--- config.mk ---
export PLATFORM = sky130hd
export DESIGN_NAME = bpred_btb
export DESIGN_NICKNAME = d
export VERILOG_FILES = /design/src/rtl/bpred_btb.sv
export SDC_FILE = /design/constraint.sdc
export NUM_CORES = 2
export LEC_CHECK = 0
export CORE_MARGIN = 10
export CORE_UTILIZATION = 58
export CTS_BUF_LIST = sky130_fd_sc_hd__clkbuf_2 sky130_fd_sc_hd__clkbuf_4 sky130_fd_sc_hd__clkbuf_8
export DETAILED_ROUTE_END_ITERATION = 8
export PLACE_DENSITY = 0.82
export SLEW_MARGIN = 20
export SYNTH_ARGS = -nofsm -noshare
export SYNTH_HDL_FRONTEND = slang
export SYNTH_SLANG_ARGS = --single-unit
--- constraint.sdc ---
create_clock -name clk -period 10.2 [get_ports clk]
set_input_delay 1.02 -clock clk [delete_from_list [all_inputs] [get_ports clk]]
set_output_delay 1.02 -clock clk [all_outputs]
set_load 0.02 [all_outputs]
--- src/rtl/bpred_btb.sv ---
// Direct-mapped BTB with 2-bit saturating counters: Fetch-stage lookup, Execute-stage training.
// Define BPRED_GSHARE_EN to index the counters with PC index XOR global history (gshare).
module bpred_btb #(
    parameter int XLEN    = 32,
    parameter int ENTRIES = 64,
    parameter int TAG_W   = 8,
    parameter int CNT_W   = 16,
    parameter int GHR_W   = 6
) (
    input  logic             clk,
    input  logic             rst,
    input  logic [XLEN-1:0]  pcF,
    output logic             pred_hitF,
    output logic             pred_takenF,
    output logic [XLEN-1:0]  pred_targetF,
    input  logic             upd_validE,
    input  logic [XLEN-1:0]  upd_pcE,
    input  logic [XLEN-1:0]  upd_pc_plus_4E,
    input  logic             upd_branchE,
    input  logic             upd_jumpE,
    input  logic             upd_takenE,
    input  logic [XLEN-1:0]  upd_targetE,
    input  logic             pred_takenE,
    input  logic [XLEN-1:0]  pred_targetE,
    output logic             mispredictE,
    output logic [XLEN-1:0]  redirect_pcE,
    output logic [CNT_W-1:0] branch_cnt,
    output logic [CNT_W-1:0] mispred_cnt
);
    localparam int IDX_W = $clog2(ENTRIES);

    logic             validQ  [ENTRIES];
    logic [TAG_W-1:0] tagQ    [ENTRIES];
    logic             isJumpQ [ENTRIES];
    logic [XLEN-1:0]  targetQ [ENTRIES];
    logic [1:0]       ctrQ    [ENTRIES];
    logic [CNT_W-1:0] branchCntQ;
    logic [CNT_W-1:0] mispredCntQ;

    // Zero-padding above the PC lets a tag reach past XLEN without range errors.
    logic [XLEN+TAG_W-1:0] pcFPad;
    logic [XLEN+TAG_W-1:0] pcEPad;
    logic [IDX_W-1:0]      idxF;
    logic [IDX_W-1:0]      idxE;
    logic [IDX_W-1:0]      ctrIdxF;
    logic [IDX_W-1:0]      ctrIdxE;
    logic [TAG_W-1:0]      tagF;
    logic [TAG_W-1:0]      tagE;

    assign pcFPad = {{TAG_W{1'b0}}, pcF};
    assign pcEPad = {{TAG_W{1'b0}}, upd_pcE};
    assign idxF   = pcF[IDX_W+1:2];
    assign idxE   = upd_pcE[IDX_W+1:2];
    assign tagF   = pcFPad[IDX_W+2 +: TAG_W];
    assign tagE   = pcEPad[IDX_W+2 +: TAG_W];

    logic unusedOk;
    assign unusedOk = ^{pcFPad, pcEPad};

`ifdef BPRED_GSHARE_EN
    logic [GHR_W-1:0] ghrQ;
    logic [GHR_W:0]   ghrShift;

    assign ghrShift = {ghrQ, upd_takenE};
    assign ctrIdxF  = idxF ^ IDX_W'(ghrQ);
    assign ctrIdxE  = idxE ^ IDX_W'(ghrQ);

    // History advances on conditional branches only; jumps carry no direction information.
    always_ff @(posedge clk) begin
        if (rst) begin
            ghrQ <= '0;
        end else if (upd_validE && upd_branchE) begin
            ghrQ <= ghrShift[GHR_W-1:0];
        end
    end
`else
    assign ctrIdxF = idxF;
    assign ctrIdxE = idxE;
`endif

    // Fetch lookup reads the registered tables only, so a same-cycle update is not visible.
    always_comb begin
        pred_hitF    = validQ[idxF] && (tagQ[idxF] == tagF);
        pred_takenF  = pred_hitF && (isJumpQ[idxF] || ctrQ[ctrIdxF][1]);
        pred_targetF = pred_hitF ? targetQ[idxF] : '0;
    end

    logic       res;
    logic       hitE;
    logic [1:0] ctrE;
    logic [1:0] ctrTrained;

    always_comb begin
        res          = upd_validE && (upd_branchE || upd_jumpE);
        hitE         = validQ[idxE] && (tagQ[idxE] == tagE);
        ctrE         = ctrQ[ctrIdxE];
        mispredictE  = res && ((upd_takenE != pred_takenE) ||
                               (upd_takenE && (upd_targetE != pred_targetE)));
        redirect_pcE = (res && upd_takenE) ? upd_targetE : upd_pc_plus_4E;
        ctrTrained   = ctrE;
        if (upd_takenE && ctrE != 2'b11) begin
            ctrTrained = ctrE + 2'b01;
        end else if (!upd_takenE && ctrE != 2'b00) begin
            ctrTrained = ctrE - 2'b01;
        end
    end

    always_ff @(posedge clk) begin
        if (rst) begin
            for (int i = 0; i < ENTRIES; i++) begin
                validQ[i]  <= 1'b0;
                tagQ[i]    <= '0;
                isJumpQ[i] <= 1'b0;
                targetQ[i] <= '0;
                ctrQ[i]    <= 2'b01;
            end
            branchCntQ  <= '0;
            mispredCntQ <= '0;
        end else if (res) begin
            if (hitE && upd_jumpE) begin
                targetQ[idxE]  <= upd_targetE;
                isJumpQ[idxE]  <= 1'b1;
                ctrQ[ctrIdxE]  <= 2'b11;
            end else if (hitE) begin
                ctrQ[ctrIdxE] <= ctrTrained;
                if (upd_takenE) begin
                    targetQ[idxE] <= upd_targetE;
                end
            end else if (upd_takenE) begin
                // Miss on a taken branch/jump: overwrite whatever lives at this index.
                validQ[idxE]  <= 1'b1;
                tagQ[idxE]    <= tagE;
                targetQ[idxE] <= upd_targetE;
                isJumpQ[idxE] <= upd_jumpE;
                ctrQ[ctrIdxE] <= upd_jumpE ? 2'b11 : 2'b10;
            end
            if (branchCntQ != '1) begin
                branchCntQ <= branchCntQ + 1'b1;
            end
            if (mispredictE && mispredCntQ != '1) begin
                mispredCntQ <= mispredCntQ + 1'b1;
            end
        end
    end

    assign branch_cnt  = branchCntQ;
    assign mispred_cnt = mispredCntQ;
endmodule

### After elaboration in Yosys (flattened, before gate mapping)

Memory sizes are Yosys's and may differ from the RTL's.
Cells that the tools add are included.

* bits in latches: 0
* output and inout bits: 99
* input port bits: 167
* ROM bits: 0
* word-level logic and storage cells: 93
* memory bits (writable): 2816
* memories kept: 5
* register bits after elaboration: 32

Memories
* targetQ: depth 64, bits a word 32, read ports 1, clocked after memory_dff 0, write ports 64, line 35 `logic [XLEN-1:0] targetQ [ENTRIES];`
* tagQ: depth 64, bits a word 8, read ports 2, clocked after memory_dff 0, write ports 64, line 33 `logic [TAG_W-1:0] tagQ [ENTRIES];`
* ctrQ: depth 64, bits a word 2, read ports 2, clocked after memory_dff 0, write ports 64, line 36 `logic [1:0] ctrQ [ENTRIES];`
* isJumpQ: depth 64, bits a word 1, read ports 1, clocked after memory_dff 0, write ports 64, line 34 `logic isJumpQ [ENTRIES];`
* validQ: depth 64, bits a word 1, read ports 2, clocked after memory_dff 0, write ports 64, line 32 `logic validQ [ENTRIES];`

* reductions and logical operators: 23
* add/subtract/negate cells: 4
* div/mod/pow operators: 0
* $lt $le $gt $ge: 0
* shift operators: 0
* $mul: 0
* bitwise gates (word level): 5
* mux-type cells: 47
* eq/ne operators: 7

Operators by type and width (number)
* 2-to-1 mux 32 bit: 5
* adder 16 x 1 -> 16 bit, second input constant: 2
* != test 16 bit, second input constant: 2
* != test 32 bit: 1
* OR reduction 32 bit: 1
* 2-to-1 mux 1 bit: 31
* 2-to-1 mux 6 bit: 5
* == test 8 bit: 2
* logical AND 1 bit: 11
* 2-to-1 mux 2 bit: 5
* 2-to-1 mux 8 bit: 1
* OR reduction 8 bit: 1
* bitwise OR 1 bit: 5
* AND reduction 2 bit: 2
* logical OR 1 bit: 3
* adder 2 x 1 -> 2 bit, second input constant: 1
* != test 2 bit, second input constant: 1
* nonzero test 2 bit: 1
* OR reduction 1 bit: 2
* OR reduction 2 bit: 1
* subtractor 2 x 1 -> 2 bit, second input constant: 1
* logical NOT 1 bit: 1
* != test 1 bit: 1

### Logic depth before layout (Yosys ltp)

An unclocked memory read counts as a cell.

* depth in word-level cells: 12
* gate-level depth with buffers: 20
* gate-level depth less buffers: 12

### Least setup slack after synthesis

Ideal clock, no wire load.

* kind: input -> register
* from: input port upd_pcE[2]
* to: memory targetQ[10][0] (enable)
* setup time: 0.533 ns
* cell stages on the path: 13
* setup slack: 2.086 ns
* data required time: 9.667 ns
* buffers on the path: 4
* data arrival time: 7.581 ns
* cell sequence: buf_2 and2_1 clkbuf_1 a221o_1 a221oi_1 o22ai_1 or4_4 a2111oi_4 and4_1 buf_2 nand2_1 clkbuf_1 o311ai_0

RTL lines
* start, declared: line 17 `input logic [XLEN-1:0] upd_pcE,`
* end, declared: line 35

### Worst setup path in the final report

* from: input port pcF[3]
* to: output port pred_targetF[28]

* longest elaborated chain between the ends: 4
* elaborated cells between the ends (all ways): 6
* those cells by class: 1 x eq/ne; 1 x mux; 1 x reduce/logical; 3 x memory

RTL lines
* start, declared: line 12 `input logic [XLEN-1:0] pcF,`
* memory read (64 x 8 bit)
* == test 8 bit: line 83 `pred_hitF = validQ[idxF] && (tagQ[idxF] == tagF);`
* logical AND 1 bit: line 83
* 2-to-1 mux 32 bit *: line 85 `pred_targetF = pred_hitF ? targetQ[idxF] : '0;`
* end, declared: line 15 `output logic [XLEN-1:0] pred_targetF,`

Mark *: on every way between the ends. The rest lies on a longest branch, timed or not.

==> flow_summary.toml <==
[yosys]
synth-seq-cells = 2848
synthArstFlopShare = 0
synth_area_per_cell_um2 = 15.9
ys_seq_area_frac = 0.555
synthTopCellsByArea = "edfxtp_1 (54%), a211oi_2 (15%), mux4_2 (13%)"
ys_warn_count = 0
synth_edf_count = 2752
synth_cells = 9605
synth_top_area_frac = 0.543
syn-cell-area_um2 = 152000
synth_nets = 9776
synthDistinctLibCells = 77
synth_ff_type = "edfxtp_1"
yosysTopAreaCell = "edfxtp_1"

[setup_path]
crit_top_cell = "mux4_2"
crit_slowest_cell = "nor4_1"
path_max_fanout = 96
critical_path_buf_inv_count = 4
startpoint_type = "input pin"
worstPathArrival_ns = 7.56
path_cells = "buf_8 -> buf_4 -> mux4_2 -> mux4_2 -> mux4_2 -> xor2_1 -> nor4_1 -> o2111ai_4 -> buf_4 -> a211oi_1 -> clkdlybuf4s50_1"
max_stage_delay_ns = 0.96
critPathRequiredTime_ns = 9.18
cp_top_family = "buffers and inverters"
critical_path.endpoint_type = "primary output"
worstSetupPathType = "in2out"

[floorplanning]
core-area_um2 = 262000
fp.dieH_um = 532
io_pins = 266
dieArea_um2 = 284000
start_util = 0.582
rows = 188
die-width_um = 532

[detailed_routing]
finalWirelength_um = 485000
dr.pass1.iters = 7
wire_per_inst_um = 36.9
vias = 100000
viasPerCell = 7.64
drc = 0
drt_iter0_drc = 18800
ant_nets = 0

[pwr]
leakage_uw = 0.0460
irDropWorstVdd_uv = 124
power.density_nw_per_um2 = 160

[sta]
rsz0062_at_grt = "false"
fmax_mhz = 117
setup_viol = 0
fin_crit_sh = 0.841
hold_viol = 0
drv_slew = 0
finClkSkew_ns = 0.128
tns_ns = 0
relSlewSlack = 0.164
period_minus_slack_ns = 8.58
tightest_slew_ns = 1.25

[place]
placedCellCount = 12300
gp_congestion = 0.972
post_dp_cell_area_um2 = 155000
portBuffers = 229
dp_hpwl_um = 282000

[finish]
area_growth_pct = 7.35
final_nets = 9425
instances_no_fill = 13100
design_area_um2 = 164000
final_common_cell = "edfxtp_1"
layout_common_cells = "edfxtp_1 (2752), a211oi_2 (1803), mux4_2 (907)"
layout-drive-gt1-share = 0.430

[clocking]
cts_resized = 0
clk_latency_ns = 1.10
cts_max_level = 5
ctsLongestPathBuffers = 4
cts_setup_buffers = 0
hold_buffers = 0
cts_buffers = 454
clock-root-buffer = "clkbuf_8"
cts_tree = "yes"
cts.sinks = 2848
clk_pin_slew_ns = 0.06

[min_path]
min_path_type = "in2reg"

[grt]
grt_pass1_vias = 98600
grt_pass1_wl_um = 698000
grt_use_total = 0.330
grt.overflow.total = 0
antenna_found_initial = 20
grt_max_degree = 168

[flow_run]
cap_violations = 0

[run_status]
status = "finished, final reports clean"
[cell type report]
| class | instances | area, µm² |
|---|---|---|
| Fill cell | 18200 | 98300 |
| Clock inverter | 174 | 923 |
| Inverter | 37 | 146 |
| Clock buffer | 640 | 7780 |
| Antenna cell | 16 | 40.0 |
| Tap cell | 3515 | 4400 |
| Timing Repair Buffer | 561 | 5390 |
| Multi-Input combinational cell | 5352 | 60300 |
| Sequential cell | 2848 | 84600 |
[flip-flops by register name, indices dropped and copies added (netlist names)]
register     cells
targetQ       2048
tagQ           512
ctrQ           128
isJumpQ         64
validQ          64
branch_cnt      16
mispred_cnt     16
[routing by layer]
metal,GRT usage,share of wire
met5,0.00556,0.00068
met4,0.199,0.073
met3,0.105,0.14
met2,0.489,0.45
met1,0.427,0.34
[worst reg2reg max path: stages, from the launching register on]
cell and delay, ns:
edfxtp_1 0.40, mux2_2 0.28, a221oi_1 0.28, o22ai_1 0.34, a22o_1 0.36, or4_4 0.53, a2111oi_4 0.41, and4_2 0.77
nand4_4 0.92, buf_4 0.66, buf_12 0.30, buf_16 0.37, a211oi_2 0.45
[through the flow]
step / setup slack [ns] / power (µW) / utilization / hold WS [ns]
after floorplan: 2.09 / 15600 / - / 0.432
after global routing: 1.71 / 26800 / 0.624 / 0.394
after CTS: 1.88 / 26100 / 0.624 / 0.337
final: 1.62 / 26200 / 0.625 / 0.386
after detailed placement: 1.89 / 16700 / 0.591 / 0.458
after global placement: 1.93 / 16600 / 0.591 / 0.449
[synth_stat cells (all sizes together) (60+ instances only)]
cell / count
nor2: 681
nor4b: 63
edfxtp: 2752
nor3b: 71
a31o: 65
a211o: 76
dfxtp: 96
nand4: 87
mux2i: 111
mux2: 60
clkbuf: 704
buf: 664
a211oi: 2088
nand2: 339
a21oi: 143
mux4: 907
[where the power goes]
| group | switching, µW | internal [µW] |
|---|---|---|
| Combinational | 1970 | 1010 |
| Sequential | 200 | 13400 |
| Clock | 4650 | 5000 |
[kinds of logic (layout without fill, tap and decap cells)]
logic type,after synthesis,count (layout),share of synthesized area
DFF,2848,2848,0.555
muxes,1078,1078,0.146
buffers and inverters,1405,1412,0.0546
and+or+nand+nor,1446,1446,0.0444
AOI/OAI and AO/OA,2752,2752,0.196
adders and majority gates,4,4,0.000329
xor gates and xnor gates,72,72,0.00414
other,0,16,0
[worst paths after layout]
| check | endpoint | cells after the start | slack [ns] | start |
|---|---|---|---|---|
| max | pred_targetF[28] | 11 | 1.62 | pcF[3] |
| min | mispred_cnt[0]$_SDFFE_PP0P_ | 2 | 0.39 | rst |
| max reg2reg | targetQ[43][30]$_SDFFCE_PN0P_ | 12 | 3.93 | tagQ[12][4]$_SDFFCE_PN0P_ |
| min reg2reg | validQ[50]$_DFF_P_ | 2 | 0.47 | validQ[50]$_DFF_P_ |
Power figures use the tool's default switching activity.
